--- config.mk ---
export PLATFORM = sky130hd
export DESIGN_NAME = fp_to_int_seq_flat
export DESIGN_NICKNAME = d
export VERILOG_FILES = /design/src/rtl/fp_to_int_seq_if.sv /design/src/rtl/fp_to_int_seq.sv /design/src/flat_wrapper.sv
export SDC_FILE = /design/constraint.sdc
export NUM_CORES = 1
export LEC_CHECK = 0
export CAP_MARGIN = 20
export CORE_ASPECT_RATIO = 1.2
export CORE_MARGIN = 5
export CORE_UTILIZATION = 55
export DETAILED_ROUTE_END_ITERATION = 12
export PLACE_DENSITY_LB_ADDON = 0.08
export SETUP_SLACK_MARGIN = 0.15
export SYNTH_ARGS = -nofsm -noshare
export SYNTH_HDL_FRONTEND = slang
export SYNTH_SLANG_ARGS = --single-unit
export TNS_END_PERCENT = 20
--- constraint.sdc ---
create_clock -name clk -period 3.9 [get_ports clk]
set_input_delay 0.78 -clock clk [delete_from_list [all_inputs] [get_ports clk]]
set_output_delay 0.78 -clock clk [all_outputs]
set_load 0.05 [all_outputs]
--- src/rtl/fp_to_int_seq_if.sv ---
// Valid/ready bus of the iterative float-to-int converter.
// The converter sits on the slave modport and its producer/consumer on the master modport.
interface fp_to_int_seq_if;
  logic        in_valid;
  logic        in_ready;
  logic [31:0] in_data;
  logic        out_valid;
  logic        out_ready;
  logic [31:0] out_data;
  logic        out_exception;
  logic        out_zero;

  modport master (
    output in_valid,
    output in_data,
    output out_ready,
    input  in_ready,
    input  out_valid,
    input  out_data,
    input  out_exception,
    input  out_zero
  );

  modport slave (
    input  in_valid,
    input  in_data,
    input  out_ready,
    output in_ready,
    output out_valid,
    output out_data,
    output out_exception,
    output out_zero
  );
endinterface

--- src/rtl/fp_to_int_seq.sv ---
// Iterative IEEE-754 single to signed 32-bit integer converter with a multi-cycle aligner.
// Define FP2INT_ROUND_NEAREST_EN for round-to-nearest-even; the default truncates toward zero.
module fp_to_int_seq #(
  parameter int SHIFT_STEP = 1
) (
  input  logic           clk,
  input  logic           rst,
  fp_to_int_seq_if.slave bus
);

  typedef enum logic [1:0] {IDLE, SHIFT, FIX, DONE} state_t;

  localparam logic [4:0] STEP = 5'(SHIFT_STEP);

  state_t      state_q, state_d;
  logic [4:0]  cnt_q, cnt_d;
  logic [31:0] shreg_q, shreg_d;
  logic        left_q, left_d;
  logic        sign_q, sign_d;
  logic        valid_q, valid_d;
  logic [31:0] data_q, data_d;
  logic        exc_q, exc_d;
  logic        zero_q, zero_d;
`ifdef FP2INT_ROUND_NEAREST_EN
  logic        guard_q, guard_d;
  logic        sticky_q, sticky_d;
  logic        round_up;
`endif

  logic              in_sign;
  logic [7:0]        in_exp;
  logic [22:0]       in_frac;
  logic [23:0]       in_mant;
  logic signed [9:0] e;
  logic              is_nan;
  logic              too_big;
  logic              too_small;
  logic              go_left;
  logic [4:0]        cnt_load;
  logic [4:0]        amt;
  logic [31:0]       mag;
  logic [31:0]       res;

  assign in_sign = bus.in_data[31];
  assign in_exp  = bus.in_data[30:23];
  assign in_frac = bus.in_data[22:0];
  assign in_mant = {(in_exp != 8'd0), in_frac};
  assign e       = $signed({2'b00, in_exp}) - 10'sd127;
  assign is_nan  = (in_exp == 8'hFF) && (in_frac != 23'd0);

  // -2^31 is the one e==31 value that still fits the integer range
  assign too_big = (e >= 10'sd31) && !(in_sign && (in_exp == 8'd158) && (in_frac == 23'd0));

`ifdef FP2INT_ROUND_NEAREST_EN
  assign too_small = (e < -10'sd1);
`else
  assign too_small = (e < 10'sd0);
`endif

  // Alignment distance is at most 24, so 5-bit modular arithmetic on e is exact
  assign go_left  = (e >= 10'sd23);
  assign cnt_load = go_left ? (e[4:0] - 5'd23) : (5'd23 - e[4:0]);

  assign bus.in_ready      = (state_q == IDLE) && !rst;
  assign bus.out_valid     = valid_q;
  assign bus.out_data      = data_q;
  assign bus.out_exception = exc_q;
  assign bus.out_zero      = zero_q;

  always_ff @(posedge clk) begin
    if (rst) begin
      state_q  <= IDLE;
      cnt_q    <= '0;
      shreg_q  <= '0;
      left_q   <= 1'b0;
      sign_q   <= 1'b0;
      valid_q  <= 1'b0;
      data_q   <= '0;
      exc_q    <= 1'b0;
      zero_q   <= 1'b0;
`ifdef FP2INT_ROUND_NEAREST_EN
      guard_q  <= 1'b0;
      sticky_q <= 1'b0;
`endif
    end else begin
      state_q  <= state_d;
      cnt_q    <= cnt_d;
      shreg_q  <= shreg_d;
      left_q   <= left_d;
      sign_q   <= sign_d;
      valid_q  <= valid_d;
      data_q   <= data_d;
      exc_q    <= exc_d;
      zero_q   <= zero_d;
`ifdef FP2INT_ROUND_NEAREST_EN
      guard_q  <= guard_d;
      sticky_q <= sticky_d;
`endif
    end
  end

  always_comb begin
    state_d  = state_q;
    cnt_d    = cnt_q;
    shreg_d  = shreg_q;
    left_d   = left_q;
    sign_d   = sign_q;
    valid_d  = valid_q;
    data_d   = data_q;
    exc_d    = exc_q;
    zero_d   = zero_q;
    amt      = 5'd0;
    mag      = shreg_q;
    res      = 32'd0;
`ifdef FP2INT_ROUND_NEAREST_EN
    guard_d  = guard_q;
    sticky_d = sticky_q;
    round_up = 1'b0;
`endif

    case (state_q)
      IDLE: begin
        if (bus.in_valid) begin
          sign_d = in_sign;
          if ((in_exp == 8'hFF) || too_big) begin
            state_d = DONE;
            valid_d = 1'b1;
            exc_d   = 1'b1;
            zero_d  = 1'b0;
            data_d  = (is_nan || !in_sign) ? 32'h7FFF_FFFF : 32'h8000_0000;
          end else if (too_small) begin
            state_d = DONE;
            valid_d = 1'b1;
            exc_d   = 1'b0;
            zero_d  = 1'b1;
            data_d  = 32'd0;
          end else begin
            state_d  = SHIFT;
            shreg_d  = {8'h00, in_mant};
            left_d   = go_left;
            cnt_d    = cnt_load;
`ifdef FP2INT_ROUND_NEAREST_EN
            guard_d  = 1'b0;
            sticky_d = 1'b0;
`endif
          end
        end
      end

      // Unrolled single-bit steps keep guard/sticky tracking identical for any step size
      SHIFT: begin
        if (cnt_q == 5'd0) begin
          state_d = FIX;
        end else begin
          amt = (cnt_q < STEP) ? cnt_q : STEP;
          for (int i = 0; i < SHIFT_STEP; i++) begin
            if (5'(i) < amt) begin
              if (left_q) begin
                shreg_d = shreg_d << 1;
              end else begin
`ifdef FP2INT_ROUND_NEAREST_EN
                sticky_d = sticky_d | guard_d;
                guard_d  = shreg_d[0];
`endif
                shreg_d = shreg_d >> 1;
              end
            end
          end
          cnt_d = cnt_q - amt;
        end
      end

      FIX: begin
`ifdef FP2INT_ROUND_NEAREST_EN
        round_up = guard_q && (sticky_q || shreg_q[0]);
        mag      = shreg_q + {31'd0, round_up};
`else
        mag      = shreg_q;
`endif
        res     = sign_q ? (~mag + 32'd1) : mag;
        data_d  = res;
        zero_d  = (res == 32'd0);
        exc_d   = 1'b0;
        valid_d = 1'b1;
        state_d = DONE;
      end

      DONE: begin
        if (bus.out_ready) begin
          valid_d = 1'b0;
          state_d = IDLE;
        end
      end

      default: state_d = IDLE;
    endcase
  end

endmodule

--- src/flat_wrapper.sv ---
// flat-port wrapper written by rule: the top's interface ports become plain ports
module fp_to_int_seq_flat 
#(
  parameter int SHIFT_STEP = 1
)
  (clk, rst, bus_in_valid, bus_in_data, bus_out_ready, bus_in_ready, bus_out_valid, bus_out_data, bus_out_exception, bus_out_zero);
  fp_to_int_seq_if bus_i ();
  input  logic clk;
  input  logic rst;
  input wire logic [$bits(bus_i.in_valid)-1:0] bus_in_valid;
  input wire logic [$bits(bus_i.in_data)-1:0] bus_in_data;
  input wire logic [$bits(bus_i.out_ready)-1:0] bus_out_ready;
  output wire logic [$bits(bus_i.in_ready)-1:0] bus_in_ready;
  output wire logic [$bits(bus_i.out_valid)-1:0] bus_out_valid;
  output wire logic [$bits(bus_i.out_data)-1:0] bus_out_data;
  output wire logic [$bits(bus_i.out_exception)-1:0] bus_out_exception;
  output wire logic [$bits(bus_i.out_zero)-1:0] bus_out_zero;
  assign bus_i.in_valid = bus_in_valid;
  assign bus_i.in_data = bus_in_data;
  assign bus_i.out_ready = bus_out_ready;
  assign bus_in_ready = bus_i.in_ready;
  assign bus_out_valid = bus_i.out_valid;
  assign bus_out_data = bus_i.out_data;
  assign bus_out_exception = bus_i.out_exception;
  assign bus_out_zero = bus_i.out_zero;
  fp_to_int_seq #(.SHIFT_STEP(SHIFT_STEP)) u_core (.clk(clk), .rst(rst), .bus(bus_i));
endmodule
==> metrics <==
fin crit share=88.3%; GR Util met1=30.6%; hold crit path type=reg -> reg; CTS H-tree depth=3; Final Skew=8.66 ps; initial core utilization=55.8%; CTS Root Cell=clkbuf_16; final hold viol count=0; IO Pins=72; Finished Layout Cells=837; number of buffers inserted by hold repair at cts=0; layout cells sized above 1=8.12%; core area=0.00942 mm²; syn avg cell area=7.83 µm²; fin nets=758; antenna violations before repair=0; Yosys top cell by area=dfxtp_1; Worst Path Max Fanout=24; drt pass-1 iters=5; ANT cells=0; CP arrival=3690 ps; largest net degree at the start of global routing=72; CTS tree=built; critical path class=in -> reg; Total Routing Usage GR=22.8%; Post-Route WL=13000 µm; post-synthesis register bit count=76; CTS buffer count=9; GRT Residual Overflow=0; I/O Buffers=71; Rows=39; worst skew pair latency=340 ps; RSZ-0062 raised after global routing=false; clk slew on worst S/H paths=60 ps; Yosys top cell area share=28.9%; vias in the first global route=4544; Max-slew headroom=53.7%; most common cell in the netlist=nor2_1; Final ANT Viol Nets=0; die area=0.0116 mm²; initial DRC count=342; RD Place Congestion=0.951; Synth Cell Area=0.00526 mm²; Max Slew Vio Count=0; post-placement cell count=822; vias after detailed routing=4952; mean number of vias per cell=5.92; number of synthesized flops with an enable pin=0; GR Layer Usage met2=36.6%; Power Dens Cells=819 mW/mm²; Worst VDD drop=0.342 mV; final total negative setup slack=0 ps; Setup Fix Bufs, Post-CTS=0; first-pass GRT wire length=21800 µm; Detailed Place HPWL=9470 µm; Top FF cell, synth=dfxtp_1; WL per Instance=15.5 µm; post-route cell area=0.00633 mm²; Max Cap Viol=0; clk sinks=76; Area growth, synth to finish=20.5%; Yosys Warn Count=0; post-synthesis net count=719; unique cell type count in the Yosys netlist=62; Tmin final=3440 ps; Tightest Pin Transition=695 ps; final core area utilization=67.3%; Critical Path RT=4150 ps; post-cts gate resize count=0; Pleak=2.21 nW; Hold Slack=457 ps; die width=99.2 µm; Max Clock Freq=290 MHz; Post-Syn Instances=671; CP startpoint kind=input port; Worst Setup SP=bus_in_data[23]; Die Height=117 µm; worst-case clock buffer depth=2; fraction of registers with async set/reset=0%; Filler cells=818; area post-placement=0.00603 mm²; sequential share of the synthesized area=28.9%; top cells by area, synth=dfxtp_1, mux2i_1, nor2_1; Global Route met3 Usage=3.38%; drt drc=0; busiest grt layer=met2; top cells by count, synth=nor2_1, dfxtp_1, nand2_1, mux2i_1, clkbuf_1; FF-to-FF Start=u_core.mag[1]; status=finished clean; Critical Path End Type=flip-flop; origin of the worst min-delay path=u_core.bus.out_valid; final setup fails=0
## kinds of logic (layout without fill, tap and decap cells)
| group | after synthesis | in the layout | synth area share (%) |
|---|---|---|---|
| simple gates | 250 | 250 | 23.8 |
| compound gates | 157 | 157 | 20.3 |
| buf+inv | 81 | 124 | 6.69 |
| flops | 76 | 76 | 28.9 |
| mux | 58 | 58 | 11.3 |
| xor+xnor | 37 | 37 | 6.17 |
| fa+ha+maj | 12 | 12 | 2.86 |
## power by group
part | switching, mW | total, mW | internal, mW
sequential | 0.272 | 1.28 | 1.01
clock | 0.316 | 0.870 | 0.554
combinational | 1.87 | 3.04 | 1.17
## registers in the layout, summed over array words and instances, names as in the netlist
register                  flops
u_core.bus.out_data          32
u_core.bus.out_exception      1
u_core.bus.out_valid          1
u_core.bus.out_zero           1
u_core.cnt_q                  5
u_core.left_q                 1
u_core.mag                   32
u_core.sign_q                 1
u_core.state_q                2
## worst paths after layout
check	end	slack (ps)	cells after the start
hold / removal	u_core.bus.out_valid	460	2
setup / recovery	u_core.bus.out_data[6]	460	11
hold reg to reg	u_core.bus.out_valid	460	2
setup reg to reg	u_core.bus.out_zero	960	9
## cell usage in the layout, fill, tap and decap left out, types with 3 or more instances in the layout
cell,count
o21ai_0,14
mux2_2,9
a211oi_1,38
a21oi_1,44
nor4_1,9
o21ai_1,6
nor3_1,10
nand4b_1,4
nor4b_1,4
ha_1,11
o31ai_1,14
nand3_1,15
buf_4,20
clkbuf_16,9
nand2b_1,18
nor2_1,98
or3_1,5
o41ai_1,7
clkdlybuf4s50_1,70
nand2_1,53
xor2_1,9
o21bai_1,3
or2_1,3
xnor2_1,28
o211ai_1,7
a31oi_1,3
a32oi_1,3
a311oi_1,3
nand4_1,6
inv_1,16
or4_1,6
mux2i_1,49
dfxtp_1,76
## through the flow
stage / power (mW) / setup slack (ps)
floorplan: 3.63 / 947
global placement: 4.22 / -59.2
detailed placement: 4.32 / 139
CTS: 5.19 / 475
global route: 5.55 / 177
finish: 5.19 / 455
## layer usage
metal	vias to the layer above	share of wire (%)	routed length (µm)
li1	2485	-	-
met1	2319	46	6000
met2	129	46	6050
met3	19	4.5	587
met4	0	2.8	370
met5	-	0	0
## area by class of cell
| type | instances | area [µm²] | area share (%) |
|---|---|---|---|
| Sequential cell | 76 | 1520 | 24.0 |
| Timing Repair Buffer | 93 | 903 | 14.3 |
| Inverter | 16 | 60.1 | 0.948 |
| Clock inverter | 5 | 77.6 | 1.22 |
| Clock buffer | 10 | 229 | 3.61 |
| Multi-Input combinational cell | 514 | 3390 | 53.5 |
| Tap cell | 123 | 154 | 2.43 |
## critical path: stages
cell and delay [ps]:
clkdlybuf4s50_1 540, ha_1 260, nand4_1 160, or4_1 450
a32oi_1 320, buf_4 180, nor3b_1 50, mux2_2 280
a21boi_2 240, buf_16 230, a211oi_1 200
(Power assumes the default switching activity.)
